## config.mk

```make
export PLATFORM = sky130hd
export DESIGN_NAME = pla_output_filter
export DESIGN_NICKNAME = d
export VERILOG_FILES = /design/src/rtl/dodgypla_pkg.sv /design/src/rtl/pla_bit_filter.sv /design/src/rtl/pla_output_filter.sv
export SDC_FILE = /design/constraint.sdc
export NUM_CORES = 1
export LEC_CHECK = 0
export ABC_AREA = 1
export CAP_MARGIN = 0
export CORE_MARGIN = 5
export CORE_UTILIZATION = 31
export CTS_CLUSTER_DIAMETER = 100
export DETAILED_ROUTE_END_ITERATION = 8
export RECOVER_POWER = 25
export SYNTH_ARGS = -nofsm -noshare
export SYNTH_HDL_FRONTEND = slang
export SYNTH_SLANG_ARGS = --single-unit
```

## constraint.sdc

```tcl
create_clock -name clk -period 6.75 [get_ports clk]
set_clock_uncertainty 0.05 [all_clocks]
set_input_delay 2.025 -clock clk [delete_from_list [all_inputs] [get_ports clk]]
set_output_delay 2.025 -clock clk [all_outputs]
set_load 0.01 [all_outputs]
```

## src/rtl/dodgypla_pkg.sv

```systemverilog
// Shared constants and types for the PLA output filter slice.
package dodgypla_pkg;

  localparam int unsigned NUM_SEL  = 8;
  localparam logic [7:0]  SEL_IDLE = 8'hFF;
  localparam int unsigned CNT_W    = 4;
  localparam int unsigned GLITCH_W = 16;

  typedef logic [CNT_W-1:0]    cnt_t;
  typedef logic [GLITCH_W-1:0] glitch_t;
  typedef logic [NUM_SEL-1:0]  sel_t;

  // Clear dominates; otherwise count up and stick at all-ones.
  function automatic glitch_t glitch_next(input glitch_t cur, input logic clr, input logic hit);
    glitch_t nxt;
    nxt = cur;
    if (clr) begin
      nxt = '0;
    end else if (hit && (cur != '1)) begin
      nxt = cur + 1'b1;
    end
    return nxt;
  endfunction

endpackage

```

## src/rtl/pla_bit_filter.sv

```systemverilog
// One select line: two-flop synchronizer, persistence counter, output flop
// and a rejected-transient flag for the shared glitch counter.
module pla_bit_filter
  import dodgypla_pkg::*;
#(
  parameter int unsigned ASSERT_CYCLES   = 2,
  parameter int unsigned DEASSERT_CYCLES = 3,
  parameter bit          FILTER_EN       = 1'b1
) (
  input  logic clk,
  input  logic rst_n,
  input  logic raw_in,
  output logic f_out,
  output logic reject
);

  localparam cnt_t ASSERT_LAST   = cnt_t'(ASSERT_CYCLES - 1);
  localparam cnt_t DEASSERT_LAST = cnt_t'(DEASSERT_CYCLES - 1);

  logic sync1_q, sync1_d;
  logic s_q, s_d;
  logic f_q, f_d;
  cnt_t cnt_q, cnt_d;

  always_comb begin
    sync1_d = raw_in;
    s_d     = sync1_q;
    f_d     = f_q;
    cnt_d   = cnt_q;
    if (!FILTER_EN) begin
      // Bypass: the output flop acts as the second synchronizer stage.
      f_d   = sync1_q;
      cnt_d = '0;
    end else if (s_q == f_q) begin
      cnt_d = '0;
    end else if (cnt_q == (s_q ? DEASSERT_LAST : ASSERT_LAST)) begin
      f_d   = s_q;
      cnt_d = '0;
    end else begin
      cnt_d = cnt_q + 1'b1;
    end
  end

  always_ff @(posedge clk or negedge rst_n) begin
    if (!rst_n) begin
      sync1_q <= 1'b1;
      s_q     <= 1'b1;
      f_q     <= 1'b1;
      cnt_q   <= '0;
    end else begin
      sync1_q <= sync1_d;
      s_q     <= s_d;
      f_q     <= f_d;
      cnt_q   <= cnt_d;
    end
  end

  assign f_out  = f_q;
  assign reject = FILTER_EN && (s_q == f_q) && (cnt_q != '0);

endmodule

```

## src/rtl/pla_output_filter.sv

```systemverilog
// Deglitching filter for the eight active-low PLA select outputs, with a
// saturating count of rejected transients.
module pla_output_filter
  import dodgypla_pkg::*;
#(
  parameter int unsigned ASSERT_CYCLES   = 2,
  parameter int unsigned DEASSERT_CYCLES = 3,
  parameter logic [7:0]  FILTER_MASK     = 8'hFF
) (
  input  logic        clk,
  input  logic        rst_n,
  input  logic [7:0]  f_raw,
  input  logic        glitch_clr,
  output logic [7:0]  f,
  output logic [15:0] glitch_cnt
);

  logic [1:0] rst_sync_q, rst_sync_d;
  logic       rst_int_n;
  sel_t       f_bits;
  sel_t       reject;
  glitch_t    glitch_q, glitch_d;

  // Assert immediately, release two edges later so every flop leaves reset together.
  always_comb begin
    rst_sync_d = {rst_sync_q[0], 1'b1};
  end

  always_ff @(posedge clk or negedge rst_n) begin
    if (!rst_n) begin
      rst_sync_q <= '0;
    end else begin
      rst_sync_q <= rst_sync_d;
    end
  end

  assign rst_int_n = rst_sync_q[1];

  for (genvar i = 0; i < NUM_SEL; i++) begin : g_bit
    pla_bit_filter #(
      .ASSERT_CYCLES  (ASSERT_CYCLES),
      .DEASSERT_CYCLES(DEASSERT_CYCLES),
      .FILTER_EN      (FILTER_MASK[i])
    ) u_bit (
      .clk   (clk),
      .rst_n (rst_int_n),
      .raw_in(f_raw[i]),
      .f_out (f_bits[i]),
      .reject(reject[i])
    );
  end

  always_comb begin
    glitch_d = glitch_next(glitch_q, glitch_clr, |reject);
  end

  always_ff @(posedge clk or negedge rst_int_n) begin
    if (!rst_int_n) begin
      glitch_q <= '0;
    end else begin
      glitch_q <= glitch_d;
    end
  end

  assign f          = f_bits;
  assign glitch_cnt = glitch_q;

endmodule
```

==> impl_results.md <==
- Post_cts resized: 0
- Synth Cell Area: 3790 um2
- Clock root buffer: clkbuf_16
- Critical Path RT: 4.68 ns
- Post-DP HPWL: 5020 um
- Worst path bufs/invs: 1
- Final setup violation count: 0
- CP top delay family: flip-flops
- Slew @ Worst Pin: 1.27 ns
- Crit end category: output port
- Post-synthesis cell count: 452
- Largest net degree at the start of global routing: 43
- Antenna Nets Post-Route: 0
- GR Overflow Total: 0
- Die H: 121 um
- Iter 0 DRT Violations: 122
- Max-capacitance violation count: 0
- Post-synth cell types: 25
- RSZ-0062 raised after global routing: false
- Hold_buf cts: 0
- # rows: 40
- Gpl congestion: 0.811
- Max frequency: 0.284 GHz
- Post-CTS Setup Inserts: 0
- Critical Path Start Type: flop
- Area leader, netlist: dfrtp_1
- Warnings from Yosys: 0
- Tcrit/Tclk final: 52.1%
- PwrDens: 374 nW/um2
- First-pass GRT wire length: 12600 um
- Vias in the first global route: 2857
- Sum Neg Setup Slack: 0 ns
- Post-Route WL: 7180 um
- DR vias: 2882
- Critical path fanouts, max: 4
- Core region area: 12000 um2
- Yosys top cell area share: 33.0%
- M1 GR Usage: 13.0%
- Effective utilization at floorplan: 31.5%
- # diodes: 0
- Leakage Power: 2.27 nW
- CP max stage cell: dfstp_1
- Max Slew Vio Count: 0
- H-Tree Depth: 3
- Layout cells sized above 1: 8.18%
- Clock sinks: 74
- CTS Buf Count: 9
- DIE AREA: 14500 um2
- TritonCTS clock tree: built
- NumNets Final: 512
- PortBufs: 34
- CP Cell Sequence: clkdlybuf4s50_1
- GR Util met3: 3.23%
- Peak VDD IR: 0.154 mV
- Worst Hold Class: flop to flop
- Dpl ws: 3.20 ns
- Dominant cells by area after synthesis: dfrtp_1 (33%), dfstp_2 (17%), nand2_1 (12%)
- Io pins: 35
- Initial antenna violation count: 0
- Critical path's largest stage delay: 0.56 ns
- Seq/Total Area, Yosys: 49.7%
- Crit path kind: flop to output port
- CTS Buffer Depth: 2
- Total global-route track usage: 10.6%
- Met2 Track Usage GR: 17.4%
- Setup ws final: 3.23 ns
- Mapped Nets: 480
- Pre-antenna DRT Iters: 4
- Die W: 121 um
- Worst-Skew Late Latency: 0.33 ns
- Status: finished, final reports clean
- Vias per std cell: 4.53
- Fin crit period: 3.52 ns
- Synthesized flop and latch total: 74
- DR WL/cell: 11.3 um
- Clk slew on worst S/H paths: 0.06 ns
- Worst slew margin: 15.1%
- Fin. Hold Viols: 0
- Reg2reg setup slack: 4.59 ns
- Drc violations: 0
- Area grow syn2layout: 20.9%
- Worst Path Arrival: 1.44 ns
- Busiest layer in global routing: met2
- Mean area per synthesized cell: 8.38 um2
[cells by family after synthesis]
family / Yosys count / synth area share, %
simple gates: 247 / 28.4
other cells: 1 / 0.0990
xor+xnor: 20 / 4.62
fa+ha+maj: 17 / 5.61
buf+inv: 73 / 8.32
flops: 74 / 49.7
compound gates: 19 / 3.01
mux: 1 / 0.264
[routing by layer]
layer,part of all wire (%),wire (um)
met1,46,3290
met2,49,3490
met3,4.2,305
met4,1.4,97
met5,0,0
[per-stage QoR]
| stage | cell area, um2 | power (mW) | hold WS (ns) | instances | utilization, % |
|---|---|---|---|---|---|
| after detailed placement | 4230 | 1.17 | 0.291 | 620 | 35.2 |
| after floorplan | 3790 | 1.04 | 0.281 | 452 | - |
| final | 4580 | 1.71 | 0.304 | 636 | 38.1 |
| after CTS | 4580 | 1.74 | 0.296 | 636 | 38.1 |
| after global placement | 4230 | 1.15 | 0.282 | 620 | 35.2 |
| after global routing | 4580 | 1.85 | 0.309 | 636 | 38.1 |
[cell usage after synthesis (all sizes together)]
cell	n
a21oi	1
xor2	11
clkbuf	1
nand3	44
nor3	2
nand2	120
buf	13
inv	59
o21ai	13
mux2i	1
conb	1
ha	17
xnor2	9
nor2	59
nand4	22
dfstp	24
o2111ai	5
dfrtp	50
[worst paths after layout]
path,cells past startpoint,start,end
min reg2reg,0,g_bit[1].u_bit.s_d$_DFF_PN1_,g_bit[1].u_bit.s_q$_DFF_PN1_
min in group asynchronous,0,rst_sync_q[1]$_DFF_PN0_,glitch_cnt[14]$_DFFE_PN0P_
min,0,g_bit[1].u_bit.s_d$_DFF_PN1_,g_bit[1].u_bit.s_q$_DFF_PN1_
max,1,g_bit[1].u_bit.f_out$_DFFE_PN1P_,f[1]
max in group asynchronous,1,rst_n,rst_sync_q[0]$_DFF_PN0_
max reg2reg,10,g_bit[5].u_bit.s_q$_DFF_PN1_,glitch_cnt[15]$_DFFE_PN0P_
[area by class of cell]
cell class / count / area, um2
Fill cell: 1214 / 7430
Tap cell: 147 / 184
Sequential cell: 74 / 1880
Multi-Input combinational cell: 305 / 1590
Clock inverter: 4 / 97.6
Clock buffer: 12 / 256
Timing Repair Buffer: 35 / 348
Inverter: 59 / 221
[cells in the final DEF, fill, tap and decap left out, types with 11 or more instances in the layout]
cell             synthesis  layout
clkdlybuf4s50_1          0      34
nand4_1                 21      21
nand3_1                 44      44
inv_1                   59      59
nor2_1                  58      58
dfstp_2                 24      20
dfrtp_1                 50      50
ha_1                    17      17
xor2_1                  11      11
nand2_1                119     119
o21ai_0                 13      13
[state kept, by name, summed over array words and instances (netlist names)]
name,cells
g_bit.u_bit.f_out,8
g_bit.u_bit.s_d,8
g_bit.u_bit.s_q,8
glitch_cnt,16
g_bit.u_bit.cnt_q,32
rst_sync_q,2
[worst reg2reg max path: cells and delay by family (launching register included)]
| kind | cells | cell delay [ns] |
|---|---|---|
| DFF | 1 | 0.57 |
| and+or+nand+nor | 9 | 1.41 |
| buffers and inverters | 1 | 0.07 |
[where the power goes]
part / leakage, nW / switching [mW] / total [mW] / internal, mW
Clock: 0.169 / 0.176 / 0.557 / 0.381
Sequential: 0.928 / 0.101 / 0.652 / 0.552
Combinational: 1.17 / 0.305 / 0.503 / 0.198
(Power assumes the default switching activity.)
==> RTL change (same flow settings) <==
Make the reset (`rst_int_n` and `rst_n`) synchronous in 3 clocked blocks.
--- a/src/rtl/pla_bit_filter.sv
+++ b/src/rtl/pla_bit_filter.sv
@@ -41,7 +41,7 @@
     end
   end
 
-  always_ff @(posedge clk or negedge rst_n) begin
+  always_ff @(posedge clk) begin
     if (!rst_n) begin
       sync1_q <= 1'b1;
       s_q     <= 1'b1;
--- a/src/rtl/pla_output_filter.sv
+++ b/src/rtl/pla_output_filter.sv
@@ -26,7 +26,7 @@
     rst_sync_d = {rst_sync_q[0], 1'b1};
   end
 
-  always_ff @(posedge clk or negedge rst_n) begin
+  always_ff @(posedge clk) begin
     if (!rst_n) begin
       rst_sync_q <= '0;
     end else begin
@@ -54,7 +54,7 @@
     glitch_d = glitch_next(glitch_q, glitch_clr, |reject);
   end
 
-  always_ff @(posedge clk or negedge rst_int_n) begin
+  always_ff @(posedge clk) begin
     if (!rst_int_n) begin
       glitch_q <= '0;
     end else begin
Formal check against the unedited RTL: differs if rst_n is asserted again (counterexample within 10 cycles, from zero or initial values and one cycle with rst_n low); with rst_n held inactive, the same outputs for 10 cycles.
==> RTL change against the unedited design <==
- wire length decreased by 10%
- critical path depth unchanged
- final cell count increased by 0.94%
- area after synthesis decreased by 9.5%
- sequential cell count unchanged
- core utilization decreased by 1.2 points
- design area decreased by 13%
- fmax increased by 2.0%
- via count decreased by 2.8%
- sequential share of layout area decreased by 4.1 points
- worst setup slack improved by 0.069 ns
- synthesized cell count increased by 3.8%
Power is not compared: it rests on default switching activity, and its combinational part moved more than twofold at a synthesized area within 25%.
==> RTL change: results (changes against the unedited design) <==
metric;value;unit;change
r2r-start;rst_sync_q[1]$_SDFF_PN0_;;was g_bit[5].u_bit.s_q$_DFF_PN1_
synth_area_leaders;dfxtp_1 (43%), nand2_1 (12%), nor2_1 (9.2%), inv_1 (6.7%), ha_1 (6.2%);;was dfrtp_1 (33%), dfstp_2 (17%), nand2_1 (12%), inv_1 (5.8%), nand3_1 (5.8%)
endpoint;glitch_cnt[7];;was f[1]
crit_fanout;6;;was 4
track_usage;0.108;;was 0.106
syn_nets;497;;was 480
final_nets;526;;was 512
max_flop_register;g_bit.u_bit.cnt_q;;unchanged
vias;2801;;was 2882
synth_xor_area_frac;0.0434;;was 0.0462
place_congestion;0.793;;was 0.811
grt_first_pass_wirelength;11600;um;was 12600 um
grt_max_degree;30;;was 43
ys.flop_type;dfxtp_1;;was dfrtp_1
rrSetupSlack;4.44;ns;was 4.59 ns
fin_crit_sh;0.511;;was 0.521
async_flop_share;0;;was 1.00
status;finished, final reports clean;;unchanged
power_density;192;nW/um2;
clk_latency;0.35;ns;was 0.33 ns
drt_iter0_drc;132;;was 122
dpl_worst_slack;3.07;ns;was 3.20 ns
hp-start;rst_sync_q[0]$_DFF_P_;;was g_bit[1].u_bit.s_d$_DFF_PN1_
clock_power_share;0.396;;
holdPathStages;2;;was 0
post-dp-hpwl;4670;um;was 5020 um
p_sw;0.168;mW;
cp_slowest_cell;clkdlybuf4s50_1;;was dfstp_1
synth-compound-area-share;0.0306;;was 0.0301
tightest_slew;1.11;ns;was 1.27 ns
final_cells;642;;was 636
place_inst;627;;was 620
crit_family;buffers and inverters;;was flip-flops
cts-root-buf;clkbuf_8;;was clkbuf_16
synth_fa_ha_area_frac;0.0620;;was 0.0561
synthTopCellsByCount;nand2_1 (107), nor2_1 (84), dfxtp_1 (74);;was nand2_1 (119), inv_1 (59), nor2_1 (58)
num_antenna_cells;0;;unchanged
cp.arrival;1.37;ns;was 1.44 ns
cpPeakStageDelay;0.58;ns;was 0.56 ns
hold_path_end;rst_sync_q[1]$_SDFF_PN0_;;was g_bit[1].u_bit.s_q$_DFF_PN1_
totalWireLength;6460;um;was 7180 um
r2r-end;glitch_cnt[10]$_SDFFE_PP0P_;;was glitch_cnt[15]$_DFFE_PN0P_
holdWs;0.367;ns;was 0.304 ns
reg2reg_depth;4;;was 10
synthCells;469;;was 452
drive_above_1_share;0.0637;;was 0.0818
muxShareOfSynthArea;0;;was 0.00264
ys_seq_area_frac;0.432;;was 0.497
placed_area;3830;um2;was 4230 um2
ys_types;20;;was 25
grt_pass1_vias;2755;;was 2857
cp-startpoint;glitch_cnt[7]$_SDFFE_PP0P_;;was g_bit[1].u_bit.f_out$_DFFE_PN1P_
-- RTL change: changes by cell type after synthesis, sizes merged, moves of 10 or more --
cell	delta
dfxtp	+74
dfrtp	-50
nor2	+27
dfstp	-24
a21oi	+17
or2	+16
nand4	-14
nand2	-13
o21ai	-10
-- RTL change: final cells by class --
class,instances,area (um2)
inverters,61,229
clock inverters,2,12.5
repair buffers,34,340
clock buffers,13,159
multi-input cells,318,1610
flip-flops and latches,74,1480
fillers,1115,6840
well taps,140,175
-- RTL change: worst register-to-register path, stage by stage (launching register included) --
cell	delay [ns]
dfxtp_1	0.61
inv_1	0.39
nor2_1	0.94
nand2_1	0.13
nor2_1	0.11
-- RTL change: per-layer routing --
| metal | vias up | track usage | routed length (um) |
|---|---|---|---|
| met5 | - | 0 | 0 |
| met4 | 0 | 0.0603 | 188 |
| met3 | 15 | 0.0326 | 251 |
| met2 | 46 | 0.175 | 3010 |
| met1 | 1247 | 0.127 | 3010 |
| li1 | 1493 | - | - |
